### src/rtl/vend_ctrl.sv
// vend_ctrl: keypad-driven vending controller with a debounced key front end,
// credit accumulation, item dispense and change refund.
// Optional feature: define VEND_TIMEOUT_EN to refund credit automatically after
// TIMEOUT_CYC idle cycles in CREDIT. Without it, credit is held indefinitely.
module vend_ctrl #(
    parameter int DEB_CYC     = 20,
    parameter int DISP_CYC    = 8,
    parameter int TIMEOUT_CYC = 1000
) (
    input  logic       clk,
    input  logic       reset,
    input  logic       key_valid,
    input  logic [3:0] key_value,
    output logic [4:0] credit,
    output logic [2:0] item,
    output logic       dispense,
    output logic [4:0] change,
    output logic       change_valid,
    output logic       reject,
    output logic       busy
);

    localparam int DW = $clog2(DEB_CYC + 1);
    localparam int PW = (DISP_CYC > 1) ? $clog2(DISP_CYC) : 1;
    localparam logic [DW-1:0] DEB_MAX    = DW'(DEB_CYC);
    localparam logic [PW-1:0] DISP_LAST  = PW'(DISP_CYC - 1);
    localparam logic [5:0]    CREDIT_MAX = 6'd20;

    if (DEB_CYC < 2 || DISP_CYC < 1 || TIMEOUT_CYC < 1) begin : g_bad_param
        $error("vend_ctrl: DEB_CYC must be >= 2, DISP_CYC and TIMEOUT_CYC >= 1");
    end

    typedef enum logic [1:0] {
        S_IDLE,
        S_CREDIT,
        S_DISPENSE,
        S_CHANGE
    } state_t;

    // Coin keys map to their face value; every other key is worth nothing.
    function automatic logic [4:0] coin_value(input logic [3:0] k);
        case (k)
            4'h8:    coin_value = 5'd1;
            4'h9:    coin_value = 5'd2;
            4'hA:    coin_value = 5'd5;
            default: coin_value = 5'd0;
        endcase
    endfunction

    // Item k costs k+1 coin units.
    function automatic logic [4:0] item_price(input logic [2:0] k);
        item_price = {2'b00, k} + 5'd1;
    endfunction

    // ---------------------------------------------------------------- debounce
    logic [DW-1:0] stab_q, stab_d;
    logic [DW-1:0] rel_q, rel_d;
    logic [3:0]    val_q;
    logic          armed_q, armed_d;
    logic          ev;

    // Count consecutive stable-pressed and released cycles; fire one event per press.
    always_comb begin
        stab_d  = '0;
        rel_d   = '0;
        armed_d = armed_q;
        ev      = 1'b0;
        if (key_valid) begin
            if (stab_q != '0 && key_value == val_q) begin
                stab_d = (stab_q == DEB_MAX) ? DEB_MAX : stab_q + 1'b1;
            end else begin
                stab_d = DW'(1);
            end
        end else begin
            rel_d = (rel_q == DEB_MAX) ? DEB_MAX : rel_q + 1'b1;
        end
        if (armed_q && stab_d == DEB_MAX) begin
            ev      = 1'b1;
            armed_d = 1'b0;
        end else if (!armed_q && rel_d == DEB_MAX) begin
            armed_d = 1'b1;
        end
    end

    // Debounce state registers.
    always_ff @(posedge clk or negedge reset) begin
        if (!reset) begin
            stab_q  <= '0;
            rel_q   <= '0;
            val_q   <= '0;
            armed_q <= 1'b1;
        end else begin
            stab_q  <= stab_d;
            rel_q   <= rel_d;
            val_q   <= key_value;
            armed_q <= armed_d;
        end
    end

    // ---------------------------------------------------------------- key decode
    logic       ev_coin, ev_item, ev_cancel;
    logic [4:0] coin;
    logic [4:0] price;
    logic [5:0] coin_sum;

    assign coin      = coin_value(key_value);
    assign price     = item_price(key_value[2:0]);
    assign ev_coin   = ev && (coin != 5'd0);
    assign ev_item   = ev && !key_value[3];
    assign ev_cancel = ev && (key_value == 4'hC);

    // ---------------------------------------------------------------- control FSM
    state_t        state_q, state_d;
    logic [4:0]    credit_q, credit_d;
    logic [2:0]    item_q, item_d;
    logic [4:0]    change_q, change_d;
    logic          reject_q, reject_d;
    logic [PW-1:0] disp_cnt_q, disp_cnt_d;

    assign coin_sum = {1'b0, credit_q} + {1'b0, coin};

`ifdef VEND_TIMEOUT_EN
    localparam int TW = $clog2(TIMEOUT_CYC + 1);
    localparam logic [TW-1:0] TO_LAST = TW'(TIMEOUT_CYC - 1);
    logic [TW-1:0] to_q, to_d;

    // Idle-cycle counter; only runs in CREDIT and reloads on any key event.
    always_ff @(posedge clk or negedge reset) begin
        if (!reset) begin
            to_q <= '0;
        end else begin
            to_q <= to_d;
        end
    end
`endif

    // Next-state, credit bookkeeping and strobe generation.
    always_comb begin
        state_d    = state_q;
        credit_d   = credit_q;
        item_d     = item_q;
        change_d   = change_q;
        reject_d   = 1'b0;
        disp_cnt_d = '0;
`ifdef VEND_TIMEOUT_EN
        to_d       = '0;
`endif
        unique case (state_q)
            S_IDLE: begin
                if (ev_coin) begin
                    credit_d = coin;
                    state_d  = S_CREDIT;
                end else if (ev_item) begin
                    reject_d = 1'b1;
                end
            end
            S_CREDIT: begin
                if (ev_coin) begin
                    // Over-limit coins are refused outright, never clipped.
                    if (coin_sum <= CREDIT_MAX) begin
                        credit_d = coin_sum[4:0];
                    end else begin
                        reject_d = 1'b1;
                    end
                end else if (ev_item) begin
                    if (credit_q >= price) begin
                        item_d   = key_value[2:0];
                        credit_d = credit_q - price;
                        state_d  = S_DISPENSE;
                    end else begin
                        reject_d = 1'b1;
                    end
                end else if (ev_cancel) begin
                    state_d = S_CHANGE;
                end
`ifdef VEND_TIMEOUT_EN
                // A key event in the expiry cycle wins: to_d stays at its reload value.
                else if (!ev) begin
                    if (to_q == TO_LAST) begin
                        state_d = S_CHANGE;
                    end else begin
                        to_d = to_q + 1'b1;
                    end
                end
`endif
            end
            S_DISPENSE: begin
                if (disp_cnt_q == DISP_LAST) begin
                    state_d = (credit_q != 5'd0) ? S_CHANGE : S_IDLE;
                end else begin
                    disp_cnt_d = disp_cnt_q + 1'b1;
                end
            end
            S_CHANGE: begin
                credit_d = 5'd0;
                state_d  = S_IDLE;
            end
        endcase
        // The refund amount is captured on entry to CHANGE and then held.
        if (state_d == S_CHANGE && state_q != S_CHANGE) begin
            change_d = credit_q;
        end
    end

    // FSM and output registers; reset discards credit without a refund.
    always_ff @(posedge clk or negedge reset) begin
        if (!reset) begin
            state_q    <= S_IDLE;
            credit_q   <= '0;
            item_q     <= '0;
            change_q   <= '0;
            reject_q   <= 1'b0;
            disp_cnt_q <= '0;
        end else begin
            state_q    <= state_d;
            credit_q   <= credit_d;
            item_q     <= item_d;
            change_q   <= change_d;
            reject_q   <= reject_d;
            disp_cnt_q <= disp_cnt_d;
        end
    end

    assign credit       = credit_q;
    assign item         = item_q;
    assign change       = change_q;
    assign reject       = reject_q;
    assign dispense     = (state_q == S_DISPENSE);
    assign change_valid = (state_q == S_CHANGE);
    assign busy         = (state_q == S_DISPENSE) || (state_q == S_CHANGE);

endmodule

### config.mk
export PLATFORM = sky130hd
export DESIGN_NAME = vend_ctrl
export DESIGN_NICKNAME = d
export VERILOG_FILES = /design/src/rtl/vend_ctrl.sv
export SDC_FILE = /design/constraint.sdc
export NUM_CORES = 1
export LEC_CHECK = 0
export CAP_MARGIN = 20
export CORE_AREA = 5 5 82 84
export DETAILED_ROUTE_END_ITERATION = 8
export DIE_AREA = 0 0 87 89
export GPL_TIMING_DRIVEN = 1
export PLACE_DENSITY = 0.62
export SETUP_SLACK_MARGIN = 0.5
export SYNTH_ARGS = -nofsm -noshare
export SYNTH_HDL_FRONTEND = slang
export SYNTH_SLANG_ARGS = --single-unit
### constraint.sdc
create_clock -name clk -period 6.15 [get_ports clk]
set_clock_uncertainty 0.2 [all_clocks]
set_input_delay 1.5375 -clock clk [delete_from_list [all_inputs] [get_ports clk]]
set_output_delay 1.5375 -clock clk [all_outputs]
set_load 0.1 [all_outputs]
==> results of run 1 <==
==> routing by layer <==
| metal | track usage [%] | vias to the layer above | share of wire (%) |
|---|---|---|---|
| met3 | 3.50 | 12 | 2.7 |
| met4 | 6.23 | 0 | 2.7 |
| li1 | - | 836 | - |
| met1 | 18.4 | 811 | 48 |
| met5 | 0 | - | 0 |
| met2 | 20.8 | 34 | 47 |
==> area by class of cell <==
type                    instances  share of cell area [%]
multi-input cells             158                    49.0
repair buffers                 24                    8.84
inverters                      21                    2.93
clock buffers                   8                    4.09
well taps                      75                    3.49
flip-flops and latches         34                    31.7
==> power by group through the flow <==
| stage | clock (uW) | sequential [uW] | combinational [uW] |
|---|---|---|---|
| after global placement | 0 | 236 | 50.2 |
| after detailed placement | 0 | 236 | 50.2 |
| after global routing | 211 | 232 | 57.3 |
| after CTS | 198 | 231 | 50.6 |
| final | 190 | 232 | 49.8 |
| after floorplan | 0 | 235 | 32.6 |
==> worst min path at each step <==
stage,end,from,slack [ns]
after CTS,disp_cnt_q[0]$_DFF_PN0_,disp_cnt_q[0]$_DFF_PN0_,0.25
final,disp_cnt_q[0]$_DFF_PN0_,disp_cnt_q[0]$_DFF_PN0_,0.25
after global placement,disp_cnt_q[0]$_DFF_PN0_,disp_cnt_q[0]$_DFF_PN0_,0.23
after detailed placement,disp_cnt_q[0]$_DFF_PN0_,disp_cnt_q[0]$_DFF_PN0_,0.24
after global routing,disp_cnt_q[0]$_DFF_PN0_,disp_cnt_q[0]$_DFF_PN0_,0.26
after floorplan,disp_cnt_q[0]$_DFF_PN0_,disp_cnt_q[0]$_DFF_PN0_,0.21
==> per-stage QoR <==
step / hold slack [ns] / cell area (um2)
final: 0.250 / 2690
after global routing: 0.259 / 2690
after CTS: 0.252 / 2690
after detailed placement: 0.242 / 2580
after global placement: 0.235 / 2580
after floorplan: 0.215 / 2280
==> cell usage in the layout, fill, tap and decap left out, types with 2 or more instances in the layout <==
cell type	netlist	routed
dfrtp_1	33	33
clkdlybuf4s50_1	0	23
inv_1	21	21
ha_1	17	17
nor2_1	11	11
xnor2_1	9	9
nand3_1	9	9
nand2_1	8	8
nor3_1	8	8
a21oi_1	8	8
clkbuf_8	0	8
o21ai_0	5	5
mux2_2	5	5
mux2_4	5	5
nor2b_1	4	4
xor2_1	4	4
and2_1	4	4
nand2b_1	4	4
nor3b_1	4	4
nor4_1	4	4
mux2i_1	4	4
nor4b_1	3	3
a21o_1	3	3
o21a_1	3	3
nand4_1	2	2
or2_2	2	2
and3_1	2	2
a311oi_1	2	2
o2111ai_1	2	2
a31oi_1	2	2
or3_1	2	2
o32ai_4	2	2
fa_1	2	2
==> worst reg2reg max path, cell delays in order, from the launching register on <==
cell and delay (ns):
dfrtp_1 0.40, inv_1 0.09, ha_1 0.18, nand3b_1 0.12, a311oi_1 0.29, nand2b_1 0.31, inv_1 0.28, nand2_1 0.13
nor3_1 0.50, mux2_2 0.40
==> state kept, by name, summed over array words and instances, names as in the netlist, 2 cells and up <==
register / flops
change: 5
credit: 5
disp_cnt_q: 3
item: 3
rel_q: 5
stab_q: 5
state_q: 2
val_q: 4
==> synth_stat cells (3+ instances only) <==
master	number	area (um2)
nor2b_1	4	25.0
a21o_1	3	22.5
a21oi_1	8	40.0
nor2_1	11	41.3
nor4_1	4	25.0
nor3b_1	4	30.0
mux2_2	5	56.3
mux2_4	5	75.1
nor3_1	8	40.0
o21ai_0	5	25.0
nor4b_1	3	26.3
inv_1	21	78.8
nand3_1	9	45.0
nand2b_1	4	25.0
nand2_1	8	30.0
mux2i_1	4	40.0
ha_1	17	213
xor2_1	4	35.0
dfrtp_1	33	826
o21a_1	3	22.5
and2_1	4	25.0
xnor2_1	9	78.8
==> logic make-up (layout without fill, tap and decap cells) <==
logic type / count (synthesis) / in the layout / synth area share (%)
mux: 14 / 14 / 7.51
simple gates: 72 / 72 / 18.1
buf+inv: 26 / 53 / 4.99
flops: 34 / 34 / 37.3
xor+xnor: 14 / 14 / 5.70
compound gates: 39 / 39 / 15.3
fa+ha+maj: 19 / 19 / 11.1
==> results.md, run 1 <==
* Status: completed
* Number of flops mapped to enable cells by yosys at 0
* Sequential fraction of the synthesis area at 37.3%
* DRT Pass-1 Iters at 4
* GRT Util Overall at 13.7%
* Die W at 87 um
* Critical path origin: key_value[0]
* Post-route DRC at 0
* Net Sw Power at 109 uW
* Post-synthesis async set-or-reset flop share at between 90% and 100%
* Max Slew Vio Count at 0
* Routed wire length per instance at 14.9 um
* Hold/Removal Path Class: flip-flop to flip-flop
* Vias per cell at 5.29
* Reg-to-Reg Start: stab_q[0]$_DFF_PN0_
* Register area at 852 um2
* Syn Std Cell Area at 0.00228 mm2
* Vias in the first global route at 1,681
* Max rail drop VDD at 0.128 mV
* Reg2Reg Capture Point: item[2]$_DFFE_PN0P_
* Grt ovf at 0
* YS warnings at 0
* Height of the die at 89 um
* Largest net degree at the start of global routing at 35
* CTS buffer count at 5
* Critical Path AT at 4.63 ns
* Final min period at 4.66 ns
* First-pass GRT wire length at 8270 um
* RSZ-0062 raised after global routing: false
* Crit path cell chain: clkdlybuf4s50_1 > inv_1 > ha_1 > nor2_1 > nor2_1 > ha_1 > inv_1 > fa_1 > inv_1 > o21ai_0 > o221ai_1 > o2111ai_1 > o32ai_4 > mux2_2
* Hold buffers post-CTS at 0
* Initial antenna violation count at 0
* Crit path kind: input pin to flip-flop
* Switch share at 23.1%
* Util after Layout at 46.0%
* Resized Gates After CTS at 0
* Fillers at 558
* Critical Path RT at 6.11 ns
* WL final at 4780 um
* Initial Utilization at 39.0%
* Clock group share of total power at between 40% and 50%
* Dominant synthesized flop cell: dfrtp_1
* Slew Limit Headroom at 34.6%
* Buf/Inv on CP at 4
* Worst Reg-to-Reg Cells at 9
* Clock slew at reported path FFs at 0.07 ns
* Worst-Margin Slew at 0.979 ns
* Element type at the critical path start: input pin
* CTS tree: done
* Leak at 0.00120 uW
* Final Non-Filler Cells at 320
* WP depth at 14
* Routability-driven placement congestion ratio at ~0.93
* Core area at 0.00585 mm2
* Final setup vio count at 0
* Syn_area_per_cell at 10.5 um2
* Slowest cell delay on critical path at 0.60 ns
* Top Ports at 24
* Root Buffer: clkbuf_8
* Logic pwr share at between 10% and 20%
* H-tree Lvls at 2
* Standard-cell rows at 28
* Clk sinks at 34
* Post-Place Cells at 312
* Setup slack after placement at 1.19 ns
* Setup TNS at 0 ns
* Die area at 0.00774 mm2
* Final Hold Fails at 0
* Peak Freq at 214 MHz
* WHS Path Cells at 1
* Worst Path Max Fanout at 7
* Slowest CP cell: clkdlybuf4s50_1
* Worst skew pair latency at roughly 0.28 ns
* Fin crit share at 75.8%
* IO Port Bufs at 23
* Mapped Cells at between 200 and 250
* Multi-input gate area at 0.00132 mm2
* Pwr dens at 175 mW/mm2
* Worst reg2reg setup slack at 3.15 ns
* Most used cell, CP: inv_1
* Share of layout cells above drive strength 1 at 12.2%
* Crit path capture type: flip-flop
* Yosys cell types at 53
* Pint at 362 uW
* Syn_nets at roughly 240
* MaxCap Viol Count at 0
* CP top delay family: buffers and inverters
* Yosys reg bits at 34
* DPL Wire Length at about 3700 um
* Sequential Power Share at 49.1%
* Pwr Total at approximately 470 uW
* Initial DRC count at 83
* Via count at 1,693
* Clock tree buffer depth at 2
* Setup ws final at 1.49 ns
* Detail Route Antenna Nets at 0
* P&R area growth vs syn at 17.8%
* Setup bufs post-CTS at 0
* Final nets at 270
* N_diodes at 0
* Critical path endpoint: credit[3]$_DFFE_PN0P_
(Power assumes the default switching activity.)
==> run 2, diff against run 1 <==
- PLACE_DENSITY: 0.62 -> 0.64
- clock period: 6.15 -> 3.89 ns (I/O delays scaled with it)
==> results.md, run 2 (synthesis results as in run 1) <==
* Detail Route Antenna Nets at 0
* Vias in the first global route at approximately 1,900
* Commonest non-fill, non-tap cell in the layout: buf_4
* IO Port Bufs at 23
* CP top delay family: compound AO/OA/AOI/OAI gates
* Via count at 1,843
* Root Buffer: clkbuf_8
* Buf/Inv on CP at 3
* Max rail drop VDD at ~0.13 mV
* Initial Utilization at about two fifths
* Hold/Removal Path Class: flip-flop to flip-flop
* Slew Limit Headroom at 35.4%
* Vias per cell at 5.22
* Crit path capture type: flip-flop
* WL final at 5300 um
* Critical Path AT at between 3 and 4 ns
* Status: completed
* Initial DRC count at 84
* Element type at the critical path start: input pin
* Worst-Margin Slew at ~0.97 ns
* CTS buffer count at 5
* Fin crit share at a little under nine tenths
* MaxCap Viol Count at 0
* Largest net degree at the start of global routing at 35
* Setup TNS at 0 ns
* Clock tree buffer depth at 2
* P&R area growth vs syn at 33.5%
* Post-route DRC at 0
* Final nets at 303
* Crit path kind: input pin to flip-flop
* Highest routed layer: met4
* Standard-cell rows at 28
* Clock slew at reported path FFs at ~0.07 ns
* Crit path cell chain: buf_12 > inv_8 > ha_4 > nor2_4 > nor2_2 > ha_2 > inv_2 > fa_2 > xnor2_2 > o21ai_1 > o221ai_1 > o2111ai_2 > o32ai_4 > mux2_4
* Final setup vio count at 0
* Metal2 WL at 2430 um
* DRT Pass-1 Iters at 4
* Leak at 0.00142 uW
* Final min period at 3.34 ns
* Pwr dens at 246 mW/mm2
* Die W at 87 um
* Worst Path Max Fanout at 4
* Die area at approximately 0.0077 mm2
* Met3 WL at 297 um
* Hold buffers post-CTS at 0
* Share of layout cells above drive strength 1 at 37.1%
* Grt ovf at 0
* First-pass GRT wire length at 8840 um
* Slowest CP cell: fa_2
* Initial antenna violation count at 0
* Height of the die at 89 um
* Final Hold Fails at 0
* RSZ-0062 raised after global routing: true
* GRT Util Overall at 14.6%
* Commonest non-fill, non-tap cells in the layout: buf_4, dfrtp_1, inv_1
* Core area at slightly below 0.006 mm2
* H-tree Lvls at 2
* Wl on met1 at around 2400 um
* Peak Freq at roughly 300 MHz
* Clk sinks at 34
* Worst hold slack at 0.244 ns
* Critical Path RT at ~3.9 ns
* Routed wire length per instance at about 15 um
* CTS tree: done
* Max Slew Vio Count at 0
* Fillers at between 500 and 600
* Slowest cell delay on critical path at approximately 0.39 ns
* DPL Wire Length at 4090 um
* Routability-driven placement congestion ratio at 0.957
* Register area at 852 um2
* Worst reg2reg setup slack at 1.04 ns
* Top Ports at 24
* Worst skew pair latency at 0.29 ns
* N_diodes at 0
* Multi-input gate area at around 0.0015 mm2
run 2: cell types whose count changed in the layout (fill, tap and decap cells not counted), sizes merged:
cell	previous run	this run
buf	1	53
clkbuf	8	6
clkdlybuf4s15	0	1
clkdlybuf4s50	23	3
clkinv	0	1
clkinvlp	0	1
run 2: cell type report:
cell class / instances / area share, %
multi-input combinational: 158 / 47.6
sequential: 34 / 28.0
timing repair buffer: 57 / 15.4
tap: 75 / 3.08
inverter: 21 / 2.91
clock buffer: 6 / 2.71
clock inverter: 2 / 0.411
run 2: metrics by stage:
| step | std cells | cell area, um2 | setup slack, ns | total power (uW) | util, % |
|---|---|---|---|---|---|
| floorplan | 218 | 2350 | 0.437 | 427 | - |
| global placement | 340 | 2820 | -0.273 | 471 | 48.1 |
| detailed placement | 340 | 2820 | -0.346 | 471 | 48.1 |
| CTS | 349 | 2960 | 0.497 | 749 | 50.6 |
| global route | 353 | 3050 | 0.433 | 788 | 52.1 |
| finish | 353 | 3050 | 0.547 | 751 | 52.1 |
run 2: layer usage:
layer / vias up / global-route usage, %
met1: 871 / 19.2
met5: - / 0
li1: 903 / -
met2: 52 / 23.6
met3: 17 / 3.23
met4: 0 / 5.67
run 2: timing repair:
item / CTS / global route
buffers inserted: 1 / 4
gates resized for setup: 21 / 19
endpoints found under the setup margin: 16 / 13
hold endpoints to repair: 0 / 0
pin swaps: 6 / 9
run 2: worst paths after layout:
path | from | endpoint | cells after the start
min in group asynchronous | reset | stab_q[3]$_DFF_PN0_ | 2
max in group asynchronous | reset | armed_q$_DFFE_PN1P_ | 2
worst min register to register | disp_cnt_q[0]$_DFF_PN0_ | disp_cnt_q[0]$_DFF_PN0_ | 1
worst min-delay path | disp_cnt_q[0]$_DFF_PN0_ | disp_cnt_q[0]$_DFF_PN0_ | 1
worst max-delay path | key_value[0] | credit[3]$_DFFE_PN0P_ | 14
worst max register to register | credit[0]$_DFFE_PN0P_ | change[3]$_DFFE_PN0P_ | 9
run 2: worst reg2reg max path, stage by stage (launching register included):
cell	delay, ns
dfrtp_1	0.44
inv_1	0.12
ha_1	0.31
nand2b_1	0.13
a21oi_2	0.08
or3_4	0.43
a2111oi_4	0.42
o32ai_4	0.16
buf_12	0.17
mux2_4	0.29
run 2: where the power goes:
| group | total, uW | internal (uW) | switching, uW |
|---|---|---|---|
| Clock | 271 | 142 | 129 |
| Combinational | 113 | 58.1 | 55.4 |
| Sequential | 366 | 360 | 5.91 |
| Total | 751 | 561 | 190 |
==> run 3, diff against run 2 <==
--- a/constraint.sdc
+++ b/constraint.sdc
@@ -3,3 +3,3 @@
 set_input_delay 0.9725 -clock clk [delete_from_list [all_inputs] [get_ports clk]]
 set_output_delay 0.9725 -clock clk [all_outputs]
-set_load 0.1 [all_outputs]
+set_load 0.005 [all_outputs]
==> results.md, run 3 (synthesis results as in run 1) <==
* Standard-cell rows at 28
* Detail Route Antenna Nets at 0
* Fillers at 512
* MaxCap Viol Count at 0
* Die W at 87 um
* Share of layout cells above drive strength 1 at 32.7%
* CTS tree: done
* Routed wire length per instance at 15.7 um
* Pwr dens at 236 mW/mm2
* Status: completed
* Leak at 0.00140 uW
* Met2 Track Usage GR at 25.3%
* RSZ-0062 raised after global routing: true
* Met1 GRT Util at between 20% and 30%
* Top Ports at 24
* Die area at 0.00774 mm2
* Setup slack after placement at -0.305 ns
* Setup ws final at 0.544 ns
* Initial antenna violation count at 0
* Clock tree buffer depth at 2
* Crit path cell chain: buf_2 > buf_4 > nor2b_1 > and2_1 > ha_1 > nor2b_1 > buf_4 > o2111ai_1 > o2111ai_2 > o32ai_4 > buf_4 > mux2i_2
* First-pass GRT wire length at 9340 um
* Worst reg2reg setup slack at between 1 and 1.5 ns
* Core area at 0.00585 mm2
* Crit path kind: input pin to flip-flop
* Critical path origin: key_value[2]
* Initial DRC count at 126
* GRT Util Overall at 15.7%
* Worst Reg-to-Reg Cells at 9
* Final setup vio count at 0
* Initial Utilization at 39.0%
* Vias in the first global route at 1,889
* Via count at 1,870
* Post-route DRC at 0
* Commonest non-fill, non-tap cell in the layout: buf_4
* Clock slew at reported path FFs at approximately 0.07 ns
* Register area at ~850 um2
* Crit path capture type: flip-flop
* Max rail drop VDD at 0.153 mV
* Vias per cell at around 5.3
* Height of the die at just under 90 um
* GRT met3 Usage at 3.04%
* Final Hold Fails at 0
* Reg-to-Reg Start: stab_q[0]$_DFF_PN0_
* Critical path endpoint: credit[4]$_DFFE_PN0P_
* Routability-driven placement congestion ratio at 0.872
* DRT Pass-1 Iters at 4
* Root Buffer: clkbuf_8
* Worst Path Max Fanout at 5
* Largest net degree at the start of global routing at 35
* Gr busiest metal: met2
* Grt ovf at 0
* Reg2Reg Capture Point: change[1]$_DFFE_PN0P_
* Slowest cell delay on critical path at 0.29 ns
* Slew Limit Headroom at 66.6%
* Setup TNS at 0 ns
* Dpl cell area at roughly 0.0029 mm2
* P&R area growth vs syn at 36.4%
* DPL Wire Length at 4210 um
* Max Slew Vio Count at 0
* Critical Path RT at 3.89 ns
* Multi-input gate area at 0.00145 mm2
* WL final at 5580 um
* Clk sinks at 34
* IO Port Bufs at 23
* Final min period at 3.35 ns
* Hold/Removal Path Class: flip-flop to flip-flop
* Critical Path AT at 3.35 ns
* Fin crit share at 86.0%
* Slowest CP cell: ha_1
* N_diodes at 0
* Peak Freq at 299 MHz
* Worst hold slack at 0.249 ns
* Worst skew pair latency at 0.29 ns
* CTS buffer count at 5
* Final nets at between 300 and 400
* Commonest non-fill, non-tap cells in the layout: buf_4, dfrtp_1, clkdlybuf4s50_1
* Worst-Margin Slew at 0.497 ns
* Final instance area at roughly 0.0031 mm2
* H-tree Lvls at 2
* Most used cell, CP: buf_4
* Element type at the critical path start: input pin
run 3: cell count changes in the layout (fill, tap and decap cells not counted), sizes merged:
| cell | change |
|---|---|
| clkdlybuf4s15 | -1 |
| clkinvlp | -1 |
| inv | -2 |
| clkdlybuf4s50 | +16 |
| clkinv | +3 |
| clkbuf | +1 |
| buf | -13 |
run 3: worst max-delay path, delay by kind of cell:
| kind | cells | cell delay [ns] |
|---|---|---|
| AOI/OAI and AO/OA | 3 | 0.68 |
| and+or+nand+nor | 3 | 0.56 |
| muxes | 1 | 0.23 |
| adders and majority gates | 1 | 0.29 |
| buffers and inverters | 4 | 0.60 |
run 3: metrics by stage:
step | util, % | std cells | total power, uW
finish | 53.3 | 356 | 735
global placement | 49.5 | 345 | 474
detailed placement | 49.5 | 345 | 476
floorplan | - | 218 | 427
CTS | 51.9 | 355 | 735
global route | 53.3 | 356 | 771
run 3: layout make-up:
type | instances | area share (%)
clock inverter | 2 | 0.321
timing repair buffer | 60 | 17.0
multi-input combinational | 158 | 46.6
inverter | 21 | 3.33
clock buffer | 6 | 2.33
tap | 75 | 3.01
sequential | 34 | 27.3
run 3: what timing repair did:
| action | 4_1_cts | 5_1_grt |
|---|---|---|
| pin swaps | 6 | 7 |
| setup endpoints to repair | 16 | 10 |
| hold buffers | 0 | 0 |
| setup buffers | 2 | 1 |
| gates resized for setup | 29 | 19 |
run 3: layer usage:
layer | vias to the layer above | share of wire [%]
li1 | 908 | -
met1 | 906 | 45
met2 | 48 | 49
met3 | 8 | 5.0
met4 | 0 | 1.3
met5 | - | 0
run 3: worst min-delay path by stage:
stage / start / endpoint / slack, ns / depth (start not counted)
floorplan: disp_cnt_q[0]$_DFF_PN0_ / disp_cnt_q[0]$_DFF_PN0_ / 0.21 / 1
global placement: disp_cnt_q[0]$_DFF_PN0_ / disp_cnt_q[0]$_DFF_PN0_ / 0.23 / 1
detailed placement: disp_cnt_q[0]$_DFF_PN0_ / disp_cnt_q[0]$_DFF_PN0_ / 0.23 / 1
CTS: disp_cnt_q[0]$_DFF_PN0_ / disp_cnt_q[0]$_DFF_PN0_ / 0.25 / 1
global route: disp_cnt_q[0]$_DFF_PN0_ / disp_cnt_q[0]$_DFF_PN0_ / 0.28 / 1
finish: disp_cnt_q[0]$_DFF_PN0_ / disp_cnt_q[0]$_DFF_PN0_ / 0.25 / 1
run 3: power breakdown:
part / switching [uW] / total [uW] / internal [uW]
combinational: 59.5 / 119 / 59.6
sequential: 5.70 / 366 / 361
clock: 126 / 250 / 124
total: 191 / 735 / 544
